## src/rtl/sha256_block_sequencer.sv

```systemverilog
// Buffers one 512-bit block, sequences the SHA-256 round core through 64 rounds and
// folds the working variables into the chaining hash, presenting it as a 256-bit digest.
module sha256_block_sequencer #(
  parameter int ROUND_CYCLES = 66
) (
  input  logic         clk,
  input  logic         rst,
  input  logic         in_valid,
  output logic         in_ready,
  input  logic [31:0]  in_data,
  input  logic         in_first,
  output logic         control,
  output logic [6:0]   select,
  output logic [31:0]  message_in,
  output logic [31:0]  h1,
  output logic [31:0]  h2,
  output logic [31:0]  h3,
  output logic [31:0]  h4,
  output logic [31:0]  h5,
  output logic [31:0]  h6,
  output logic [31:0]  h7,
  output logic [31:0]  h8,
  input  logic [31:0]  a,
  input  logic [31:0]  b,
  input  logic [31:0]  c,
  input  logic [31:0]  d,
  input  logic [31:0]  e,
  input  logic [31:0]  f,
  input  logic [31:0]  g,
  input  logic [31:0]  h,
  output logic         out_valid,
  input  logic         out_ready,
  output logic [255:0] digest
);

  typedef enum logic [2:0] {S_FILL, S_LOAD, S_ROUND, S_FINAL, S_OUT} state_t;

  localparam logic [255:0] IV = {32'h6a09e667, 32'hbb67ae85, 32'h3c6ef372, 32'ha54ff53a,
                                 32'h510e527f, 32'h9b05688c, 32'h1f83d9ab, 32'h5be0cd19};
  localparam logic [6:0]   RC_LAST = 7'(ROUND_CYCLES - 1);

  state_t       state_q, state_d;
  logic [3:0]   wcnt_q, wcnt_d;
  logic [6:0]   rcnt_q, rcnt_d;
  logic [31:0]  wbuf_q [16];
  logic [31:0]  wbuf_d [16];
  logic [255:0] hash_q, hash_d;
  logic         in_ready_q, in_ready_d;
  logic         control_q, control_d;
  logic [6:0]   select_q, select_d;
  logic [31:0]  message_in_q, message_in_d;
  logic         out_valid_q, out_valid_d;

  always_comb begin
    state_d = state_q;
    wcnt_d  = wcnt_q;
    rcnt_d  = rcnt_q;
    wbuf_d  = wbuf_q;
    hash_d  = hash_q;
    case (state_q)
      S_FILL: begin
        if (in_valid) begin
          wbuf_d[wcnt_q] = in_data;
          wcnt_d         = wcnt_q + 4'd1;
          if (wcnt_q == 4'd0 && in_first) hash_d = IV;
          if (wcnt_q == 4'd15) state_d = S_LOAD;
        end
      end
      S_LOAD: begin
        rcnt_d  = '0;
        state_d = S_ROUND;
      end
      S_ROUND: begin
        rcnt_d = rcnt_q + 7'd1;
        if (rcnt_q == RC_LAST) begin
          rcnt_d  = '0;
          state_d = S_FINAL;
        end
      end
      S_FINAL: begin
        hash_d  = {hash_q[255:224] + a, hash_q[223:192] + b,
                   hash_q[191:160] + c, hash_q[159:128] + d,
                   hash_q[127:96]  + e, hash_q[95:64]   + f,
                   hash_q[63:32]   + g, hash_q[31:0]    + h};
        state_d = S_OUT;
      end
      S_OUT: begin
        if (out_ready) begin
          wcnt_d  = '0;
          state_d = S_FILL;
        end
      end
      default: state_d = S_FILL;
    endcase

    // Core-facing outputs are computed from the next state so they are plain flops.
    in_ready_d   = (state_d == S_FILL);
    control_d    = (state_d == S_LOAD);
    out_valid_d  = (state_d == S_OUT);
    select_d     = '0;
    message_in_d = '0;
    if (state_d == S_ROUND) begin
      select_d = (rcnt_d > 7'd64) ? 7'd64 : rcnt_d;
      if (rcnt_d < 7'd16) message_in_d = wbuf_q[rcnt_d[3:0]];
    end
  end

  always_ff @(posedge clk) begin
    if (rst) begin
      state_q      <= S_FILL;
      wcnt_q       <= '0;
      rcnt_q       <= '0;
      hash_q       <= IV;
      in_ready_q   <= 1'b1;
      control_q    <= 1'b0;
      select_q     <= '0;
      message_in_q <= '0;
      out_valid_q  <= 1'b0;
    end else begin
      state_q      <= state_d;
      wcnt_q       <= wcnt_d;
      rcnt_q       <= rcnt_d;
      hash_q       <= hash_d;
      in_ready_q   <= in_ready_d;
      control_q    <= control_d;
      select_q     <= select_d;
      message_in_q <= message_in_d;
      out_valid_q  <= out_valid_d;
    end
    wbuf_q <= wbuf_d;
  end

  // The flag alone would read 1 through a multi-cycle reset, so reset masks it.
  assign in_ready   = in_ready_q & ~rst;
  assign control    = control_q;
  assign select     = select_q;
  assign message_in = message_in_q;
  assign out_valid  = out_valid_q;
  assign digest     = hash_q;
  assign {h1, h2, h3, h4, h5, h6, h7, h8} = hash_q;

endmodule

```

## config.mk

```make
export PLATFORM = sky130hd
export DESIGN_NAME = sha256_block_sequencer
export DESIGN_NICKNAME = d
export VERILOG_FILES = /design/src/rtl/sha256_block_sequencer.sv
export SDC_FILE = /design/constraint.sdc
export NUM_CORES = 2
export LEC_CHECK = 0
export CAP_MARGIN = 20
export CORE_AREA = 5 5 328 330
export CTS_CLUSTER_DIAMETER = 150
export DETAILED_ROUTE_END_ITERATION = 8
export DIE_AREA = 0 0 333 335
export GPL_ROUTABILITY_DRIVEN = 0
export PLACE_DENSITY = 0.76
export SETUP_SLACK_MARGIN = 0.4
export SLEW_MARGIN = 0
export SYNTH_ARGS = -nofsm -noshare
export SYNTH_HDL_FRONTEND = slang
export SYNTH_SLANG_ARGS = --single-unit
```

## constraint.sdc

```tcl
create_clock -name clk -period 5.3 [get_ports clk]
set_clock_uncertainty 0.15 [all_clocks]
set_input_delay 0.795 -clock clk [delete_from_list [all_inputs] [get_ports clk]]
set_output_delay 0.795 -clock clk [all_outputs]
set_load 0.05 [all_outputs]
```

==> impl_metrics.json <==
{
  "syn2layout_area_growth_pct": 25.38,
  "fin_area_um2": 55260,
  "cp.arrival_ns": 4.46,
  "power_leakage_uw": 0.02082,
  "io_buffers": 846,
  "synthXorXnorAreaFrac_pct": 3.895,
  "max_freq_mhz": 247.0,
  "synth_most_common_cell": "nand2_1",
  "maxCapViolCount": 0,
  "fp.dieW_um": 333,
  "synth_compound_area_share_pct": 16.30,
  "ir_drop_uv": 322.1,
  "clkSlewWorstSetupHoldPaths_ns": 0.06,
  "synth_common_cells": "nand2_1 (680), edfxtp_1 (512), dfxtp_1 (312), nor2_1 (277), a21oi_1 (262)",
  "viasPerCell": 5.838,
  "cts_sinks": 824,
  "synth_top_area_share_pct": 34.88,
  "cts_buffers": 88,
  "ys_seq_area_share_pct": 49.06,
  "num_rows": 119,
  "p_clk_share_pct": 43.8,
  "fp.dieH_um": 335,
  "worstSetupStartpointType": "input pin",
  "rsz0062_at_grt": "no",
  "slew_viol_final": 0,
  "path_max_fanout": 4,
  "cts.hold.buffers_added": 0,
  "fin_crit_sh_pct": 76.40,
  "p_seq_share_pct": 46.9,
  "htree_levels": 3,
  "setup_viol": 0,
  "grt_pass1_vias": 34370,
  "cts_resized": 0,
  "synthAdderAreaFrac_pct": 7.574,
  "synth_top_family_by_area": "compound AO/OA/AOI/OAI gates",
  "start_util_pct": 42.17,
  "endpoint_kind": "register",
  "yosys_register_bits": 824,
  "slew_headroom_pct": 31.12,
  "placedCellCount": 6286,
  "avgSynthCellArea_um2": 9.875,
  "finalHoldViolCount": 0,
  "routed-via-count": 37810,
  "dr.first_iter.drc_count": 4015,
  "power_frac_comb_pct": 9.4,
  "syn_inst": 4463,
  "worstMarginPinSlew_ns": 1.031,
  "io_pins": 847,
  "tns_ns": 0,
  "synth_edf_count": 512,
  "root_buffer": "clkbuf_16",
  "power.density_nw_per_um2": 265.0,
  "async_flop_share_pct": 0,
  "final_cell_count_no_fill": 6476,
  "p_sw_uw": 3464,
  "p_sw_share_pct": 23.65,
  "antenna_left": 0,
  "path_class": "input pin to register",
  "period_minus_slack_ns": 4.049,
  "ys.flop_type": "edfxtp_1",
  "die_area_um2": 111600,
  "clk_latency_ns": 0.69,
  "grt_pass1_wl_um": 244800,
  "synth_cell_types": 84,
  "grt_max_degree": 152,
  "nets": 5542,
  "synth_simple_gate_area_share_pct": 16.10,
  "drive_gt1_share_pct": 4.725,
  "place_area_um2": 52160,
  "synthMuxAreaShare_pct": 0.1164,
  "hold_class": "register to register",
  "routed_wl_um": 175200,
  "core_um2": 104500,
  "first_pass_iters": 6,
  "status": "finished clean",
  "drc_errors": 0,
  "dp_hpwl_um": 126000,
  "yosys-top-cells-area": "edfxtp_1 (35%), dfxtp_1 (14%), ha_1 (7.2%)",
  "grt.overflow.total": 0,
  "crit_required_ns": 5.71,
  "cts_tree": "done",
  "yosysWarnings": 0,
  "antenna_found_initial": 34,
  "post-cts-setup-buffers": 0,
  "syn_nets": 5018,
  "grt_use_total_pct": 29.52,
  "netlist_area_um2": 44070,
  "clk_path_buf_depth": 3,
  "routedWlPerCell_um": 27.05,
  "synth_top_area_cell": "edfxtp_1",
  "p_int_uw": 11180
}
power groups by stage:
stage	clock [µW]	combinational [µW]	sequential, µW
after floorplan	0	788	7010
after global placement	0	1320	7000
after detailed placement	0	1340	7000
after CTS	6500	1350	6860
after global routing	6770	1470	6860
final	6410	1370	6870
sequential cells by signal, indices dropped and copies added, names as in the netlist:
signal and cells:
rcnt_q 7, state_q 3, select 7, digest 256
wcnt_q 4, out_valid 1, message_in 32, wbuf_q 512
in_ready_q 1, control 1
path summary, 6_finish.rpt:
kind	startpoint	to	slack (ns)	cells after the start
setup / recovery	b[0]	digest[218]$_SDFFE_PP0P_	1.25	15
hold / removal	digest[31]$_SDFFE_PP0P_	digest[31]$_SDFFE_PP0P_	0.35	1
setup reg to reg	state_q[2]$_SDFF_PP0_	message_in[4]$_SDFF_PP0_	1.31	12
hold reg to reg	digest[31]$_SDFFE_PP0P_	digest[31]$_SDFFE_PP0P_	0.35	1
cell type report:
cell class / instances / area (µm²)
Multi-Input combinational cell: 3092 / 19540
Inverter: 87 / 326.6
Clock buffer: 114 / 2412
Tap cell: 1391 / 1740
Clock inverter: 47 / 586.8
Sequential cell: 824 / 21620
Antenna cell: 27 / 67.56
Timing Repair Buffer: 894 / 8962
Fill cell: 9003 / 49260
placed cells by master (no fill, tap or decap), types with 125 or more instances in the layout:
cell type	count
dfxtp_1	312
xnor2_1	125
a21oi_1	261
nand2_1	679
nor2_1	263
a311oi_1	129
ha_1	254
o21ai_0	143
nand3_1	180
clkdlybuf4s50_1	845
edfxtp_1	512
layer usage:
| metal | wire [µm] | GRT usage, % |
|---|---|---|
| met1 | 66250 | 36.96 |
| met2 | 75110 | 43.36 |
| met3 | 21110 | 10.87 |
| met4 | 12650 | 18.45 |
| met5 | 55 | 0 |
logic make-up after synthesis:
logic type | count (synthesis)
flip-flops | 824
buffers and inverters | 547
XOR/XNOR | 196
AND/OR/NAND/NOR | 1556
multiplexers | 5
AO/OA/AOI/OAI | 1073
adder cells (fa/ha/maj) | 262
stage by stage:
step | worst slack [ns] | util (%) | power (µW) | hold WS [ns]
3_5_place_dp | 0.6969 | 49.90 | 8338 | 0.3359
3_3_place_gp | 0.6729 | 49.90 | 8318 | 0.3308
4_1_cts | 1.271 | 52.77 | 14710 | 0.3534
6_report | 1.251 | 52.87 | 14640 | 0.3493
2_1_floorplan | 1.264 | - | 7802 | 0.3449
5_1_grt | 1.049 | 52.85 | 15100 | 0.3695
worst max-delay path, cell delays in order:
cell	delay [ns]
clkdlybuf4s50_1	0.48
ha_1	0.22
inv_1	0.07
fa_1	0.40
nor2b_1	0.16
o21ai_1	0.09
a21boi_1	0.24
o21ai_1	0.15
a221oi_1	0.42
o21ai_1	0.21
a31o_2	0.30
a211oi_1	0.31
o21ai_0	0.18
a21o_1	0.20
a32o_1	0.24
Note: power is estimated with default switching activity, not from simulation.
